$ cat src/rtl/fwd_src_pipe.sv
// Producer side of operand forwarding: carries rd/kind/result through EX, MEM and WB,
// and publishes per-stage forwarding info plus the register-file write port.
module fwd_src_pipe #(
   parameter int XLEN   = 32,
   parameter int REG_AW = 5
) (
   input  logic              clk_i,
   input  logic              rst_i,
   input  logic [REG_AW-1:0] id_rd_i,
   input  logic [1:0]        id_kind_i,
   input  logic              stall_i,
   input  logic              flush_i,
   input  logic [XLEN-1:0]   ex_result_i,
   input  logic [XLEN-1:0]   mem_rdata_i,
   input  logic              mem_ack_i,
   output logic [REG_AW-1:0] ex_rd_o,
   output logic [1:0]        ex_inst_o,
   output logic [REG_AW-1:0] mem_rd_o,
   output logic [1:0]        mem_inst_o,
   output logic [XLEN-1:0]   mem_dat_o,
   output logic [REG_AW-1:0] wb_rd_o,
   output logic [XLEN-1:0]   wb_dat_o,
   output logic              wb_we_o,
   output logic              mem_busy_o
);

   localparam logic [1:0] KIND_NONE = 2'b00;
   localparam logic [1:0] KIND_ALU  = 2'b01;
   localparam logic [1:0] KIND_LOAD = 2'b10;

   logic              ex_v_q, ex_v_d;
   logic [REG_AW-1:0] ex_rd_q, ex_rd_d;
   logic [1:0]        ex_kind_q, ex_kind_d;

   logic              mem_v_q, mem_v_d;
   logic [REG_AW-1:0] mem_rd_q, mem_rd_d;
   logic [1:0]        mem_kind_q, mem_kind_d;
   logic [XLEN-1:0]   mem_dat_q, mem_dat_d;
   logic              mem_done_q, mem_done_d;

   logic              wb_v_q, wb_v_d;
   logic [REG_AW-1:0] wb_rd_q, wb_rd_d;
   logic [1:0]        wb_kind_q, wb_kind_d;
   logic [XLEN-1:0]   wb_dat_q, wb_dat_d;
   logic              wb_fresh_q, wb_fresh_d;

   logic [1:0] id_kind;
   logic       mem_load_pend;
   logic       load_data_now;
   logic       mem_wait;
   logic       hold;

   always_comb begin
      // Reserved kind 11 enters the pipe as a non-writing instruction.
      id_kind       = (id_kind_i == 2'b11) ? KIND_NONE : id_kind_i;
      mem_load_pend = mem_v_q && (mem_kind_q == KIND_LOAD) && !mem_done_q;
      load_data_now = mem_load_pend && mem_ack_i;
      mem_wait      = mem_load_pend && !mem_ack_i;
      hold          = stall_i || mem_wait;

      ex_v_d     = ex_v_q;
      ex_rd_d    = ex_rd_q;
      ex_kind_d  = ex_kind_q;
      mem_v_d    = mem_v_q;
      mem_rd_d   = mem_rd_q;
      mem_kind_d = mem_kind_q;
      mem_dat_d  = mem_dat_q;
      mem_done_d = mem_done_q;
      wb_v_d     = wb_v_q;
      wb_rd_d    = wb_rd_q;
      wb_kind_d  = wb_kind_q;
      wb_dat_d   = wb_dat_q;
      wb_fresh_d = 1'b0;

      if (!hold) begin
         wb_v_d     = mem_v_q;
         wb_rd_d    = mem_rd_q;
         wb_kind_d  = mem_kind_q;
         wb_dat_d   = load_data_now ? mem_rdata_i : mem_dat_q;
         wb_fresh_d = 1'b1;
         mem_v_d    = ex_v_q;
         mem_rd_d   = ex_rd_q;
         mem_kind_d = ex_kind_q;
         mem_dat_d  = ex_result_i;
         mem_done_d = 1'b0;
         ex_v_d     = !flush_i;
         ex_rd_d    = flush_i ? '0 : id_rd_i;
         ex_kind_d  = flush_i ? KIND_NONE : id_kind;
      end else begin
         // An ack during an external stall is captured so the load never re-waits.
         if (load_data_now) begin
            mem_dat_d  = mem_rdata_i;
            mem_done_d = 1'b1;
         end
         if (flush_i) begin
            ex_v_d    = 1'b0;
            ex_rd_d   = '0;
            ex_kind_d = KIND_NONE;
         end
      end
   end

   always_ff @(posedge clk_i) begin
      if (rst_i) begin
         ex_v_q     <= 1'b0;
         ex_rd_q    <= '0;
         ex_kind_q  <= KIND_NONE;
         mem_v_q    <= 1'b0;
         mem_rd_q   <= '0;
         mem_kind_q <= KIND_NONE;
         mem_dat_q  <= '0;
         mem_done_q <= 1'b0;
         wb_v_q     <= 1'b0;
         wb_rd_q    <= '0;
         wb_kind_q  <= KIND_NONE;
         wb_dat_q   <= '0;
         wb_fresh_q <= 1'b0;
      end else begin
         ex_v_q     <= ex_v_d;
         ex_rd_q    <= ex_rd_d;
         ex_kind_q  <= ex_kind_d;
         mem_v_q    <= mem_v_d;
         mem_rd_q   <= mem_rd_d;
         mem_kind_q <= mem_kind_d;
         mem_dat_q  <= mem_dat_d;
         mem_done_q <= mem_done_d;
         wb_v_q     <= wb_v_d;
         wb_rd_q    <= wb_rd_d;
         wb_kind_q  <= wb_kind_d;
         wb_dat_q   <= wb_dat_d;
         wb_fresh_q <= wb_fresh_d;
      end
   end

   assign ex_inst_o  = ex_v_q ? ex_kind_q : KIND_NONE;
   assign ex_rd_o    = (ex_v_q && ex_kind_q != KIND_NONE) ? ex_rd_q : '0;
   assign mem_inst_o = !mem_v_q ? KIND_NONE :
                       (mem_kind_q == KIND_LOAD && mem_done_q) ? KIND_ALU : mem_kind_q;
   assign mem_rd_o   = (mem_v_q && mem_kind_q != KIND_NONE) ? mem_rd_q : '0;
   assign mem_dat_o  = mem_dat_q;
   assign wb_rd_o    = (wb_v_q && wb_kind_q != KIND_NONE) ? wb_rd_q : '0;
   assign wb_dat_o   = wb_dat_q;
   assign wb_we_o    = wb_v_q && wb_fresh_q && (wb_kind_q != KIND_NONE) && (wb_rd_q != '0);
   assign mem_busy_o = mem_wait;

endmodule

$ cat config.mk
export PLATFORM = sky130hd
export DESIGN_NAME = fwd_src_pipe
export DESIGN_NICKNAME = d
export VERILOG_FILES = /design/src/rtl/fwd_src_pipe.sv
export SDC_FILE = /design/constraint.sdc
export NUM_CORES = 1
export LEC_CHECK = 0
export CORE_MARGIN = 2
export CORE_UTILIZATION = 42
export CTS_BUF_LIST = sky130_fd_sc_hd__clkbuf_8
export DETAILED_ROUTE_END_ITERATION = 12
export GPL_ROUTABILITY_DRIVEN = 0
export PLACE_DENSITY = 0.78
export SLEW_MARGIN = 10
export SYNTH_ARGS = -nofsm -noshare
export SYNTH_HDL_FRONTEND = slang
export SYNTH_SLANG_ARGS = --single-unit
$ cat constraint.sdc
create_clock -name clk_i -period 1.4 [get_ports clk_i]
set_input_delay 0.28 -clock clk_i [delete_from_list [all_inputs] [get_ports clk_i]]
set_output_delay 0.28 -clock clk_i [all_outputs]
set_load 0.01 [all_outputs]
Word-level counts from Yosys, hierarchy flattened
Cells that the tools add are included.
- flip-flop bits (word level): 90
- bits in latches: 0
- memory bits (writable): 0
- bits in read-only memories: 0
- bits of input ports: 76
- logic and storage cells: 55
- memories: 0
- $add $sub $neg: 0
- multipliers: 0
- divide/modulo/power cells: 0
- magnitude comparators: 0
- equality and inequality tests: 3
- shifts and indexed selects: 0
- mux-type cells: 18
- bitwise operators: 1
- reduce and logical (&&, ||, !) cells: 20
- operator list (kind ; count):
    32-bit 2-to-1 mux ; 2
    5-bit 2-to-1 mux ; 6
    2-bit 2-to-1 mux ; 7
    1-bit logical AND ; 11
    2-bit nonzero test ; 3
    5-bit nonzero test ; 1
    2-bit equality test, second input constant ; 2
    1-bit logical NOT ; 3
    1-bit 2-to-1 mux ; 3
    2-bit != test, second input constant ; 1
    2-bit OR reduction ; 1
    1-bit logical OR ; 1
    1-bit NOT ; 1

Depth between registers and ports, before layout
- depth after elaboration: 7
- mapped depth: 6

Worst setup path after synthesis
Ideal clock, no wire load.
- path type: reg2reg
- from: reg mem_v_q
- to: reg wb_dat_q[10] (netlist: wb_dat_o[10])
- arrival time: 1.258 ns
- data required time: 1.248 ns
- slack: -0.010 ns
- cell stages (with the launch flop): 7
- path buffers: 3
- period minus slack after synthesis: 1.410 ns
- cells stage by stage: dfxtp_1 > buf_4 > and4bb_1 > buf_6 > buf_8 > mux2i_1 > a221oi_2
- word-level cells in the longest chain between the ends: 4
- ends and longest elaborated chain (element ; RTL line ; source):
    start, declared ; 35 ; logic mem_v_q, mem_v_d;
    start signal, assigned ; 122 ; mem_v_q <= mem_v_d;
    1-bit logical AND * (2 in series) ; 56 ; mem_load_pend = mem_v_q && (mem_kind_q == KIND_LOAD) && !mem_done_q;
    1-bit logical AND (on tied branches) ; 57, 58 ;
    32-bit 2-to-1 mux or 1-bit logical OR (tied branches) ; -- ;
    end signal, assigned ; 130 ; wb_dat_q <= wb_dat_d;
    end, declared ; 44 ; logic [XLEN-1:0] wb_dat_q, wb_dat_d;
Every way passes the cells marked *; elsewhere a longest branch is shown, timed or not.
A chain may end at the register's enable or synchronous reset.

Worst setup path in the final report
- from: reg wb_rd_q[4]
- to: out wb_we_o
- word-level cells in the longest chain between the ends: 2
- ends and longest elaborated chain (element ; RTL line ; source):
    start, declared ; 42 ; logic [REG_AW-1:0] wb_rd_q, wb_rd_d;
    start signal, assigned ; 128 ; wb_rd_q <= wb_rd_d;
    5-bit nonzero test ; 143 ; assign wb_we_o = wb_v_q && wb_fresh_q && (wb_kind_q != KIND_NONE) && (wb_rd_q != '0);
    1-bit logical AND ; 143 ;
    end, declared ; 23 ; output logic wb_we_o,
No other way between the ends.

==> reports/qor.csv <==
metric;value;unit
status;finished with violations;
failing checks;setup timing;
register area share after synthesis;0.394;
clock network latency to the later pin of the worst-skew pair;0.38;ns
Seq cells post-synth;90;
CTS max path bufs;2;
Hold Path Class;in2reg;
initial core utilization;0.426;
Via Count;4815;
fin crit period;1.75;ns
non-filler cells in the finished layout;820;
post-route ant nets;0;
period utilization;1.25;
FF-to-FF End;mem_dat_o[18];
All-Layer GR Usage;0.304;
Slew Limit Fails;0;
Critical Path Start;wb_rd_q[4];
area leader, netlist;dfxtp_1;
dpl ws;-0.313;ns
hold_buf cts;0;
first-pass GRT wire length;27300;um
Cells after DPL;762;
Worst Tran Pin Value;0.348;ns
vias per cell;5.87;
Layout fillers;606;
syn nets;543;
post-synth top area share;0.394;
Max Clk Rate;571;MHz
CP Capture Type;output port;
synth warn;0;
maximum number of pins on one net before global-route repair;48;
setup ws final;-0.351;ns
# H-tree levels;3;
diode count;0;
# IOs;161;
fin nets;751;
initial antenna violation count;0;
Core Region;0.0107;sq mm
CP max stage cell;or3_1;
CTS tree;built;
cell row count;38;
Max FO, Critical Path;2;
min-delay src;rst_i;
Iteration-0 DRC Markers;331;
peak supply drop;0.545;mV
synth unique cells;33;
worst clock skew;0.0206;ns
Final Hold Viols;0;
clk slew on worst S/H paths;0.08;ns
register area;0.00185;sq mm
Critical Path AT;1.47;ns
# port buffers;160;
Cell Area, Placed;0.00653;sq mm
EDFF count, synth;0;
TritonCTS buffer count;9;
fin area;0.00829;sq mm
PD cells;750;mW/mm^2
flop2flop setup slack;-0.28;ns
leading register cell type out of synthesis;dfxtp_1;
gr ovfl total;0;
fraction of registers with async set/reset;0;
Crit path largest cell delay;0.36;ns
P_leak;3.41;nW
Mean Syn Cell Area;9.80;sq um
vias in the first global route;4983;
relative slew slack;0.768;
Worst Reg-to-Reg Cells;7;
Die Y;108;um
DRT Wirelength;19600;um
Fin Hold WS;0.388;ns
area occupied by multi-input gates;0.00315;sq mm
Reg-to-Reg Start;mem_done_q;
CP Cell Sequence;or3_1 > o311a_1 > buf_2;
Sink Count;90;
total power;6.21;mW
critical path class;reg2out;
Die ar.;0.0117;sq mm
drt drc;0;
crit start category;register;
fraction of layout cells with a size suffix above 1;0.425;
DRT Pass-1 Iters;4;
Mapped Area;0.00458;sq mm
CTS root buf;clkbuf_8;
post-DP HPWL;9500;um
Area contributors post-synth;dfxtp_1, mux2i_1, o221a_2;
Cells after Synth;467;
P&R area growth vs syn;81.1;%
final setup vio count;105;
CP endpoint;wb_we_o;
routed len/inst;23.9;um
Die W;108;um
RSZ-0062 raised after global routing;yes;
Worst Path Required;1.12;ns
maxcap violations;0;
[critical path, delay by kind of cell (launching register included)]
kind | cells | cell delay, ns
DFF | 1 | 0.32
buffers and inverters | 1 | 0.14
and+or+nand+nor | 1 | 0.36
AOI/OAI and AO/OA | 1 | 0.30
[cell families after synthesis]
logic type	synth area share
and+or+nand+nor	0.123
muxes	0.112
DFF	0.394
AOI/OAI and AO/OA	0.256
buffers and inverters	0.115
[cell type report]
class	instances	area share
clock buffers	10	0.0166
repair buffers	244	0.321
inverters	67	0.0307
well taps	140	0.0211
flip-flops and latches	90	0.223
multi-input cells	263	0.380
clock inverters	6	0.00710
[per-layer routing]
layer	share of wire	global-route usage	vias up	wire length (um)
met1	0.37	0.361	2335	7220
met2	0.49	0.520	259	9650
met5	0	0	-	0
met3	0.081	0.0687	91	1580
li1	-	-	2130	-
met4	0.058	0.144	0	1130
[Yosys cell counts, types with 4 or more instances]
cell type  instances
o221a_2           28
dfxtp_1           90
o21a_1             6
nand2b_1          48
clkbuf_1          22
inv_1             66
nor2_1             6
a221oi_1          12
a221oi_2          20
a21oi_1            8
buf_2             10
mux2i_1           51
buf_6              5
buf_4              7
nand2_1           15
o221a_1            4
and2_1            17
a41oi_1           32
[stage by stage]
stage | util | TNS [ns]
floorplan | - | 0
global placement | 0.608 | -12.95
detailed placement | 0.608 | -16.04
CTS | 0.741 | -15.55
global route | 0.771 | -21.86
finish | 0.771 | -17.65
[report_power, final]
part / internal, mW / switching [mW] / leakage (nW) / total, mW
sequential: 2.71 / 0.144 / 0.754 / 2.85
combinational: 0.807 / 0.714 / 2.55 / 1.52
clock: 0.863 / 0.976 / 0.105 / 1.84
total: 4.38 / 1.83 / 3.41 / 6.21
[timing repair]
| item | 4_1_cts | 5_1_grt |
|---|---|---|
| endpoints found under the hold margin | 0 | 0 |
| gates resized for setup | 282 | 122 |
| pin swaps | 45 | 40 |
| gates cloned | 16 | 3 |
| buffers inserted | 32 | 12 |
| setup endpoints to repair | 159 | 113 |
[flip-flops by register name (all words and copies together), names as in the netlist, 2 cells and up]
register	count
ex_kind_q	2
ex_rd_q	5
mem_dat_o	32
mem_kind_q	2
mem_rd_q	5
wb_dat_o	32
wb_kind_q	2
wb_rd_q	5
[cell usage in the layout, fill, tap and decap left out, types with 10 or more instances in the layout]
cell type | Yosys | routed
a221oi_2 | 20 | 26
a41oi_1 | 32 | 16
a41oi_2 | 0 | 15
and2_4 | 0 | 17
buf_12 | 0 | 18
buf_4 | 7 | 31
buf_6 | 5 | 42
clkbuf_8 | 0 | 10
clkdlybuf4s50_1 | 0 | 72
dfxtp_1 | 90 | 58
dfxtp_2 | 0 | 28
dlygate4sd2_1 | 0 | 63
inv_1 | 66 | 66
mux2i_1 | 51 | 22
mux2i_4 | 0 | 23
nand2_1 | 15 | 15
nand2b_1 | 48 | 48
o221a_4 | 0 | 28
[worst min-delay path by stage]
stage	to	slack, ns	cells after the start
floorplan	ex_rd_q[0]	0.42	2
global placement	wb_dat_o[23]	0.45	2
detailed placement	wb_dat_o[10]	0.45	2
CTS	mem_done_q	0.35	3
global route	mem_kind_q[1]	0.37	3
finish	mem_kind_q[1]	0.39	3
Power figures use the tool's default switching activity.
